[src/rtl/disp_arb_pkg.sv]
// Shared types and constants for the display arbiter: state encoding,
// requester count, default blank segment pattern and a one-hot helper.
package disp_arb_pkg;

    localparam int N_REQ = 4;
    localparam int OWN_W = $clog2(N_REQ);
    localparam int N_DIG = 8;

    // Active-low segments: all ones turns every segment off.
    localparam logic [7:0] BLANK_DEF = 8'hFF;

    typedef enum logic [1:0] {
        ST_IDLE = 2'd0,
        ST_OWN  = 2'd1,
        ST_GAP  = 2'd2
    } arb_state_e;

    function automatic logic [N_REQ-1:0] onehot(input logic [OWN_W-1:0] idx);
        onehot      = '0;
        onehot[idx] = 1'b1;
    endfunction

endpackage

[src/rtl/disp_arbiter_rr_pick.sv]
// Combinational round-robin picker: first requesting index after i_last,
// wrapping, with i_last itself considered last.
module rr_pick
    import disp_arb_pkg::*;
(
    input  logic [N_REQ-1:0] i_req,
    input  logic [OWN_W-1:0] i_last,
    output logic [OWN_W-1:0] o_owner,
    output logic             o_valid
);

    always_comb begin
        logic [OWN_W-1:0] w_idx;
        w_idx   = i_last;
        o_owner = i_last;
        o_valid = |i_req;
        // Walk from farthest to nearest so the nearest hit wins.
        for (int i = N_REQ; i >= 1; i--) begin
            w_idx = i_last + OWN_W'(i);
            if (i_req[w_idx]) o_owner = w_idx;
        end
    end

endmodule

[src/rtl/disp_arbiter.sv]
// Time-sliced arbiter granting one of four requesters the 8-digit LED display.
// Optional macro DISP_ARB_PRIO_EN makes requester 0 high priority.
module disp_arbiter
    import disp_arb_pkg::*;
#(
    parameter logic [31:0] HOLD_CYCLES = 32'd50_000_000,
    parameter logic [7:0]  GAP_CYCLES  = 8'd2,
    parameter logic [7:0]  BLANK       = BLANK_DEF
) (
    input  logic        clk,
    input  logic        rst_n,
    input  logic [3:0]  req,
    input  logic [63:0] frame0,
    input  logic [63:0] frame1,
    input  logic [63:0] frame2,
    input  logic [63:0] frame3,
    output logic [3:0]  gnt,
    output logic        busy,
    output logic [7:0]  in0,
    output logic [7:0]  in1,
    output logic [7:0]  in2,
    output logic [7:0]  in3,
    output logic [7:0]  in4,
    output logic [7:0]  in5,
    output logic [7:0]  in6,
    output logic [7:0]  in7
);

    arb_state_e              r_state;
    arb_state_e              w_nstate;
    logic [OWN_W-1:0]        r_last;
    logic [OWN_W-1:0]        w_pick;
    logic [OWN_W-1:0]        w_rr_pick;
    logic                    w_pick_vld;
    logic                    w_load_own;
    logic                    w_prio_pre;
    logic                    w_others;
    logic                    w_show;
    logic [N_REQ-1:0]        r_gnt;
    logic [31:0]             r_slice;
    logic [7:0]              r_gap;
    logic [N_REQ-1:0][63:0]  w_frames;
    logic [63:0]             w_sel;
    logic [N_DIG-1:0][7:0]   r_in;

    rr_pick u_pick (
        .i_req   (req),
        .i_last  (r_last),
        .o_owner (w_rr_pick),
        .o_valid (w_pick_vld)
    );

`ifdef DISP_ARB_PRIO_EN
    logic r_req0_q;

    always_ff @(posedge clk or negedge rst_n) begin
        if (!rst_n) r_req0_q <= 1'b0;
        else        r_req0_q <= req[0];
    end

    // A fresh req[0] evicts any other owner regardless of slice progress.
    assign w_prio_pre = req[0] & ~r_req0_q & (r_last != '0);
    assign w_pick     = req[0] ? '0 : w_rr_pick;
`else
    assign w_prio_pre = 1'b0;
    assign w_pick     = w_rr_pick;
`endif

    assign w_frames[0] = frame0;
    assign w_frames[1] = frame1;
    assign w_frames[2] = frame2;
    assign w_frames[3] = frame3;
    assign w_sel       = w_frames[r_last];
    assign w_others    = |(req & ~onehot(r_last));

    always_comb begin
        w_nstate   = r_state;
        w_load_own = 1'b0;
        case (r_state)
            ST_IDLE: begin
                if (w_pick_vld) begin
                    w_nstate   = ST_OWN;
                    w_load_own = 1'b1;
                end
            end
            ST_OWN: begin
                if (!req[r_last])
                    w_nstate = ST_GAP;
                else if ((r_slice == HOLD_CYCLES - 32'd1) && w_others)
                    w_nstate = ST_GAP;
                else if (w_prio_pre)
                    w_nstate = ST_GAP;
            end
            ST_GAP: begin
                if (r_gap == GAP_CYCLES - 8'd1) begin
                    if (w_pick_vld) begin
                        w_nstate   = ST_OWN;
                        w_load_own = 1'b1;
                    end else begin
                        w_nstate = ST_IDLE;
                    end
                end
            end
            default: w_nstate = ST_IDLE;
        endcase
    end

    always_ff @(posedge clk or negedge rst_n) begin
        if (!rst_n) begin
            r_state <= ST_IDLE;
            r_last  <= OWN_W'(N_REQ - 1);
            r_gnt   <= '0;
            r_slice <= '0;
            r_gap   <= '0;
        end else begin
            r_state <= w_nstate;
            if (w_load_own) begin
                r_last  <= w_pick;
                r_gnt   <= onehot(w_pick);
                r_slice <= '0;
            end else if (w_nstate == ST_OWN) begin
                if (r_slice != HOLD_CYCLES - 32'd1) r_slice <= r_slice + 32'd1;
            end else begin
                r_gnt   <= '0;
                r_slice <= '0;
            end
            r_gap <= (r_state == ST_GAP && w_nstate == ST_GAP) ? r_gap + 8'd1 : 8'd0;
        end
    end

    // Show the frame only while ownership continues, so the first GAP cycle is already blank.
    assign w_show = (r_state == ST_OWN) && (w_nstate == ST_OWN);

    always_ff @(posedge clk or negedge rst_n) begin
        if (!rst_n) begin
            for (int k = 0; k < N_DIG; k++) r_in[k] <= BLANK;
        end else begin
            for (int k = 0; k < N_DIG; k++) r_in[k] <= w_show ? w_sel[8*k +: 8] : BLANK;
        end
    end

    assign gnt  = r_gnt;
    assign busy = (r_state == ST_OWN);
    assign in0  = r_in[0];
    assign in1  = r_in[1];
    assign in2  = r_in[2];
    assign in3  = r_in[3];
    assign in4  = r_in[4];
    assign in5  = r_in[5];
    assign in6  = r_in[6];
    assign in7  = r_in[7];

endmodule
[config.mk]
export PLATFORM = sky130hd
export DESIGN_NAME = disp_arbiter
export DESIGN_NICKNAME = d
export VERILOG_FILES = /design/src/rtl/disp_arb_pkg.sv /design/src/rtl/disp_arbiter_rr_pick.sv /design/src/rtl/disp_arbiter.sv
export SDC_FILE = /design/constraint.sdc
export NUM_CORES = 1
export LEC_CHECK = 0
export CAP_MARGIN = 15
export CORE_MARGIN = 1
export CORE_UTILIZATION = 35
export CTS_BUF_LIST = sky130_fd_sc_hd__clkbuf_4
export CTS_CLUSTER_DIAMETER = 50
export DETAILED_ROUTE_END_ITERATION = 7
export GPL_ROUTABILITY_DRIVEN = 0
export HOLD_SLACK_MARGIN = 0.15
export PLACE_DENSITY = 0.77
export SLEW_MARGIN = 20
export SYNTH_ARGS = -nofsm -noshare
export SYNTH_HDL_FRONTEND = slang
export SYNTH_SLANG_ARGS = --single-unit
[constraint.sdc]
create_clock -name clk -period 3.5 [get_ports clk]
set_clock_uncertainty 0.2 [all_clocks]
set_input_delay 0.35 -clock clk [delete_from_list [all_inputs] [get_ports clk]]
set_output_delay 0.35 -clock clk [all_outputs]
set_load 0.01 [all_outputs]
; After elaboration in Yosys (flattened, before gate mapping)
; Index checks and enable logic that the tools add are counted.
[totals]
ff_bits = 112
in_bits = 262
out_inout_bits = 69
[classes]
addsub = 5
order_cmp = 7
n_eq_ne = 9
n_mux = 40
n_bitwise = 2
reduce_logical = 8
[op_table]
columns = op, count
row1 = $bmux 64 s2, 1
row2 = $mux 32, 3
row3 = $mux 8, 9
row4 = $mux 64, 1
row5 = $add 32x1->32 const B, 1
row6 = $eq 32x26->1 const B, 1
row7 = $ne 32x26->1 const B, 1
row8 = $lt 2x3->1 const B, 5
row9 = $mux 2, 7
row10 = $mux 1, 9
row11 = $add 8x1->8 const B, 1
row12 = $bmux 1 s2, 4
row13 = $eq 8x1->1 const B, 1
row14 = $mux 4, 2
row15 = $reduce_or 4->1, 2
row16 = $pmux 2 s3, 1
row17 = $logic_and 1x1->1, 5
row18 = $add 2x2->2 const B, 2
row19 = $and 4x4->4, 1
row20 = $demux 1 s2, 2
row21 = $eq 2x1->1 const B, 2
row22 = $eq 2x2->1 const B, 2
row23 = $ge 2x1->1 const B, 2
row24 = $not 4->4, 1
row25 = 5 further kinds, 5

; Longest topological paths before layout
[depth]
ltp_word = 14
depth_mapped = 11
mapped_depth_nobuf = 7

; Modules after synthesis
; Synthesis repeated with hierarchy kept, for this count alone.
[hier_totals]
cells_unflattened = 470
area_unflattened_um2 = 6107.1
[by_module_without_submodules]
columns = module, instances, cells_each, area_each_um2, seq_area_each_um2
row1 = disp_arbiter, 1, 458, 6020.8, 2885.3
row2 = rr_pick, 1, 12, 86.3, 0.0

; Least setup slack after synthesis
; Ideal clock, no wire load.
[synth_timing]
path_type = flip-flop to flip-flop
startpoint = register r_last[0]
endpoint = register r_gnt[3], in the netlist gnt[3]
setup_time_ps = 121
arrival_ps = 2757
t_required_ps = 3179
slack_ps = 422
path_stages_with_launch = 9
n_path_buf = 2
path_cell_list = dfstp_2 > clkbuf_1 > buf_1 > inv_1 > ha_1 > mux2_2 > or4_1 > and3_1 > a22o_1
[synth_between]
elab_chain_len = 13
elab_cells_between_ends = 34
cone_classes = 3 x add/sub / 4 x order compare / 2 x eq/ne / 19 x mux / 2 x bitwise / 4 x reduce/logical
[synth_rtl]
columns = element, line_no
row1 = start: declaration, disp_arbiter.sv:31  ; logic [OWN_W-1:0] r_last;
row2 = start signal: assignment, disp_arbiter.sv:111  ; r_last <= OWN_W'(N_REQ - 1);
row3 = start signal: assignment, disp_arbiter.sv:118  ; r_last <= w_pick;
row4 = $lt 2x3->1 or $ge 2x1->1 (tied branches), n/a
row5 = $logic_and 1x1->1 (implied by the code), disp_arb_pkg.sv:20  ; onehot[idx] = 1'b1;
row6 = $mux 1 (implied by the code), disp_arb_pkg.sv:20
row7 = $demux 1 s2, disp_arb_pkg.sv:20
row8 = $not 4->4, disp_arbiter.sv:74  ; assign w_others = |(req & ~onehot(r_last));
row9 = $and 4x4->4, disp_arbiter.sv:74
row10 = $reduce_or 4->1, disp_arbiter.sv:74
row11 = $logic_and 1x1->1, disp_arbiter.sv:89  ; else if ((r_slice == HOLD_CYCLES - 32'd1) && w_others)
row12 = $mux 2, disp_arbiter.sv:89
row13 = $mux 2, disp_arbiter.sv:87  ; if (!req[r_last])
row14 = $pmux 2 s3, disp_arbiter.sv:79  ; case (r_state)
row15 = $eq 2x1->1, disp_arbiter.sv:121  ; end else if (w_nstate == ST_OWN) begin
row16 = $ne 2x2->1 (no line), n/a
row17 = end signal: assignment, disp_arbiter.sv:119  ; r_gnt <= onehot(w_pick);
row18 = end: declaration, disp_arbiter.sv:39  ; logic [N_REQ-1:0] r_gnt;
; Several ways; a longest one is shown, not always the timed one. The select of a mux whose other input is x is not followed.
; A chain may end at the register's enable or synchronous reset.

; Final worst setup path
[layout_timing]
startpoint = register r_last[0]
endpoint = register r_in, in the netlist in7[7]
[layout_between]
elab_chain_len = 14
elab_cells_between_ends = 19
cone_classes = 2 x order compare / 1 x eq/ne / 10 x mux / 2 x bitwise / 4 x reduce/logical
[layout_rtl]
columns = element, line_no
row1 = $lt 2x3->1 or $ge 2x1->1 (tied branches), n/a
row2 = $logic_and 1x1->1 (implied by the code), disp_arb_pkg.sv:20
row3 = $mux 1 (implied by the code), disp_arb_pkg.sv:20
row4 = $demux 1 s2, disp_arb_pkg.sv:20
row5 = $not 4->4, disp_arbiter.sv:74
row6 = $and 4x4->4, disp_arbiter.sv:74
row7 = $reduce_or 4->1, disp_arbiter.sv:74
row8 = $logic_and 1x1->1, disp_arbiter.sv:89
row9 = $mux 2, disp_arbiter.sv:89
row10 = $mux 2, disp_arbiter.sv:87
row11 = $pmux 2 s3, disp_arbiter.sv:79
row12 = $eq 2x1->1, disp_arbiter.sv:132  ; assign w_show = (r_state == ST_OWN) && (w_nstate == ST_OWN);
row13 = $logic_and 1x1->1, disp_arbiter.sv:132
row14 = $mux 8 *, disp_arbiter.sv:138  ; for (int k = 0; k < N_DIG; k++) r_in[k] <= w_show ? w_sel[8*k +: 8] : BLANK;
row15 = end: declaration, disp_arbiter.sv:44  ; logic [N_DIG-1:0][7:0] r_in;
; Mark *: on every way between the ends. The rest lies on a longest branch, timed or not. The select of a mux whose other input is x is not followed.

==> reports/results.ini <==
[detailed_routing]
via_count = 5129
drcViolationCount = 0
final_antenna_net_count = 0
wl_per_cell_um = 19.0
vias_per_cell = 4.93
initialDrtViolationCount = 251
dr.pass1.iters = 4
totalWireLength_um = 19700

[global_route]
grt_usage_pct = 21.3
first_global_vias = 5268
antenna_found_initial = 2
grt_pass1_wl_um = 29100
grt_overflow = 0
grt_start_max_net_pins = 55

[pwr]
p_leak_nw = 3.70
switchingPower_mw = 1.86
clock_power_share_pct = 12.4
power_density_nw_per_um2 = 560
internal-power_mw = 3.72
combPwrFrac_pct = 52.1
irDropWorstVdd_uv = 461
swShare_pct = 33.3
p_seq_share_pct = 35.5

[floorplanning]
core_sq_um = 17400
ios = 331
start_util_pct = 36.1
rows = 48
dieWidth_um = 136
dieArea_sq_um = 18400
die_h_um = 136

[sta]
tightest_slew_ns = 0.952
relSlewSlack_pct = 35.9
hold_viol_final = 0
rsz0062_at_grt = false
slew_viol_final = 0
setup_tns_ns = 0
max_freq_mhz = 346
fin_ws_ns = 0.610
finalSetupViolations = 0
min_period_over_period_pct = 82.6
period_needed_ns = 2.89

[run]
maxCapViolCount = 0

[logic_synthesis]
synth_cells = 482
synthArstFlopShare_pct = 100
synth.top_cell.area_share_pct = 27.7
synth_area_leader_cell = dfstp_2
synthesis.area_sq_um = 6260
ys_types = 46
synth_top_cells_by_count = dfstp_2 (66), mux4_2 (64), nand2b_1 (59)
synth.avg_cell_area_sq_um = 13.0
synth_area_leaders = dfstp_2 (28%), mux4_2 (23%), dfrtp_1 (18%)
ys.warnings.count = 0
syn-num-nets = 751
synth_seq_area_share_pct = 46.1
ys_ff_latch = 112
synth-edff-count = 0
synth_ff_type = dfstp_2
yosysMostFrequentCell = dfstp_2

[critical_path]
crit_chain = inv_1, ha_1, nor2b_1, a2111oi_0, buf_4, nor4_2, nor3_4, buf_4, buf_4, nand2b_1
critPathMaxFanout = 29
crit_arrival_ns = 3.13
crit_type = reg -> reg
cp-start-kind = flip-flop
worst_setup_path_end_kind = flip-flop
worstPathRequired_ns = 3.74
path_buf_inv = 4
crit_slowest_cell = dfstp_4
cpPeakStageDelay_ns = 0.90
cp_common_cell = buf_4
cpLargestDelayFamily = flip-flops

[place]
port-buffer-count = 330
place_hpwl_um = 16000
pre_cts_ws_ns = 0.598

[cts]
ctsHoldBuffers = 1
cts_buffers = 9
clock_path_buffers = 2
htree_levels = 3
cts_tree = done
clk_pin_slew_ns = 0.17
cts-root-buf = clkbuf_4
postCtsResizedCells = 0
clock-sinks = 112
clock_latency_ns = 0.50
post_cts_buffers = 0

[layout]
nets = 1077
drive_gt1_share_pct = 21.2
area_growth_pct = 59.0

[outcome]
status = finished clean

[worst_hold_path]
hold_class = in -> async

area by class of cell:
type	count	area, sq um
fill	1435	7400
timing repair buffer	343	3410
multi-input combinational	335	3190
sequential	112	2890
tap	225	282
clock inverter	7	76.3
clock buffer	9	67.6
inverter	7	26.3
antenna	2	5.00
flip-flops by register name, summed over array words and instances, names as in the netlist:
register,count
in6,8
in3,8
in1,8
in7,8
gnt,4
r_last,2
r_gap,8
in2,8
r_state,2
r_slice,32
in5,8
in0,8
in4,8
through the flow:
stage	cell area (sq um)	utilization [%]	instances	power, mW	hold slack, ns
floorplan	6260	-	482	3.71	-0.146
global placement	9790	56.4	1021	4.93	0.184
detailed placement	9790	56.4	1021	4.96	0.185
CTS	9950	57.3	1038	5.65	0.176
global route	9950	57.3	1040	5.87	0.199
finish	9950	57.3	1040	5.57	0.173
cell families (layout without fill, tap and decap cells):
kind of cell	after synthesis	count (layout)	share of synthesized area (%)
other cells	0	2	0
fa+ha+maj	7	7	1.40
mux	72	72	24.4
xor+xnor	31	31	4.34
compound gates	27	27	2.72
simple gates	198	198	18.1
flops	112	112	46.1
buf+inv	35	366	3.00
placed cells by master (no fill, tap or decap), types with 2 or more instances in the layout:
master	netlist	layout
clkdlybuf4s50_1	0	329
dfstp_2	66	65
mux4_2	64	64
nand2b_1	59	59
dfrtp_1	46	46
nor2_1	43	43
xor2_1	21	21
nand3_1	16	16
nand4_1	14	14
nand2_1	12	12
buf_4	1	12
xnor2_1	10	10
or2b_1	9	9
clkbuf_4	0	9
a21oi_1	8	8
o21ai_0	8	8
inv_1	7	7
and3_1	7	7
ha_1	7	7
nor4_1	5	5
nor3_1	5	5
mux2_2	4	4
mux2i_1	4	4
and4_1	4	4
or3_1	4	4
or2_2	4	4
nor2b_1	3	3
inv_6	0	3
diode_2	0	2
nor4b_1	2	2
nor3b_1	2	2
or4_1	2	2
a22o_1	2	2
o2bb2ai_1	2	2
worst register-to-register path: cells and delay by family, from the launching register on:
family | cells | cell delay, ns
buf+inv | 4 | 0.75
fa+ha+maj | 1 | 0.21
compound gates | 1 | 0.07
simple gates | 4 | 0.73
flops | 1 | 0.90
layer usage:
layer,vias to the layer above,global-route usage [%],part of all wire (%)
li1,2421,-,-
met1,2488,26.3,38
met2,193,36.0,52
met3,27,5.05,7.2
met4,0,8.05,2.1
met5,-,0,0
power by group through the flow:
stage | Clock [mW] | Combinational (mW) | Sequential, mW
3_3_place_gp | 0 | 2.92 | 2.01
6_report | 0.689 | 2.90 | 1.98
4_1_cts | 0.711 | 2.95 | 1.99
5_1_grt | 0.751 | 3.10 | 2.02
2_1_floorplan | 0 | 1.66 | 2.05
3_5_place_dp | 0 | 2.94 | 2.02
worst paths after layout:
path	slack, ns	startpoint	depth (start not counted)	end
min	0.17	rst_n	2	r_gap[6]
max	0.61	r_last[0]	10	in7[7]
max reg2reg	0.61	r_last[0]	10	in7[7]
min in group clk	0.33	gnt[0]	1	gnt[0]
min reg2reg	0.33	gnt[0]	1	gnt[0]
max in group asynchronous	2.05	rst_n	3	in1[0]
No activity file was read; power rests on OpenSTA's default activity.
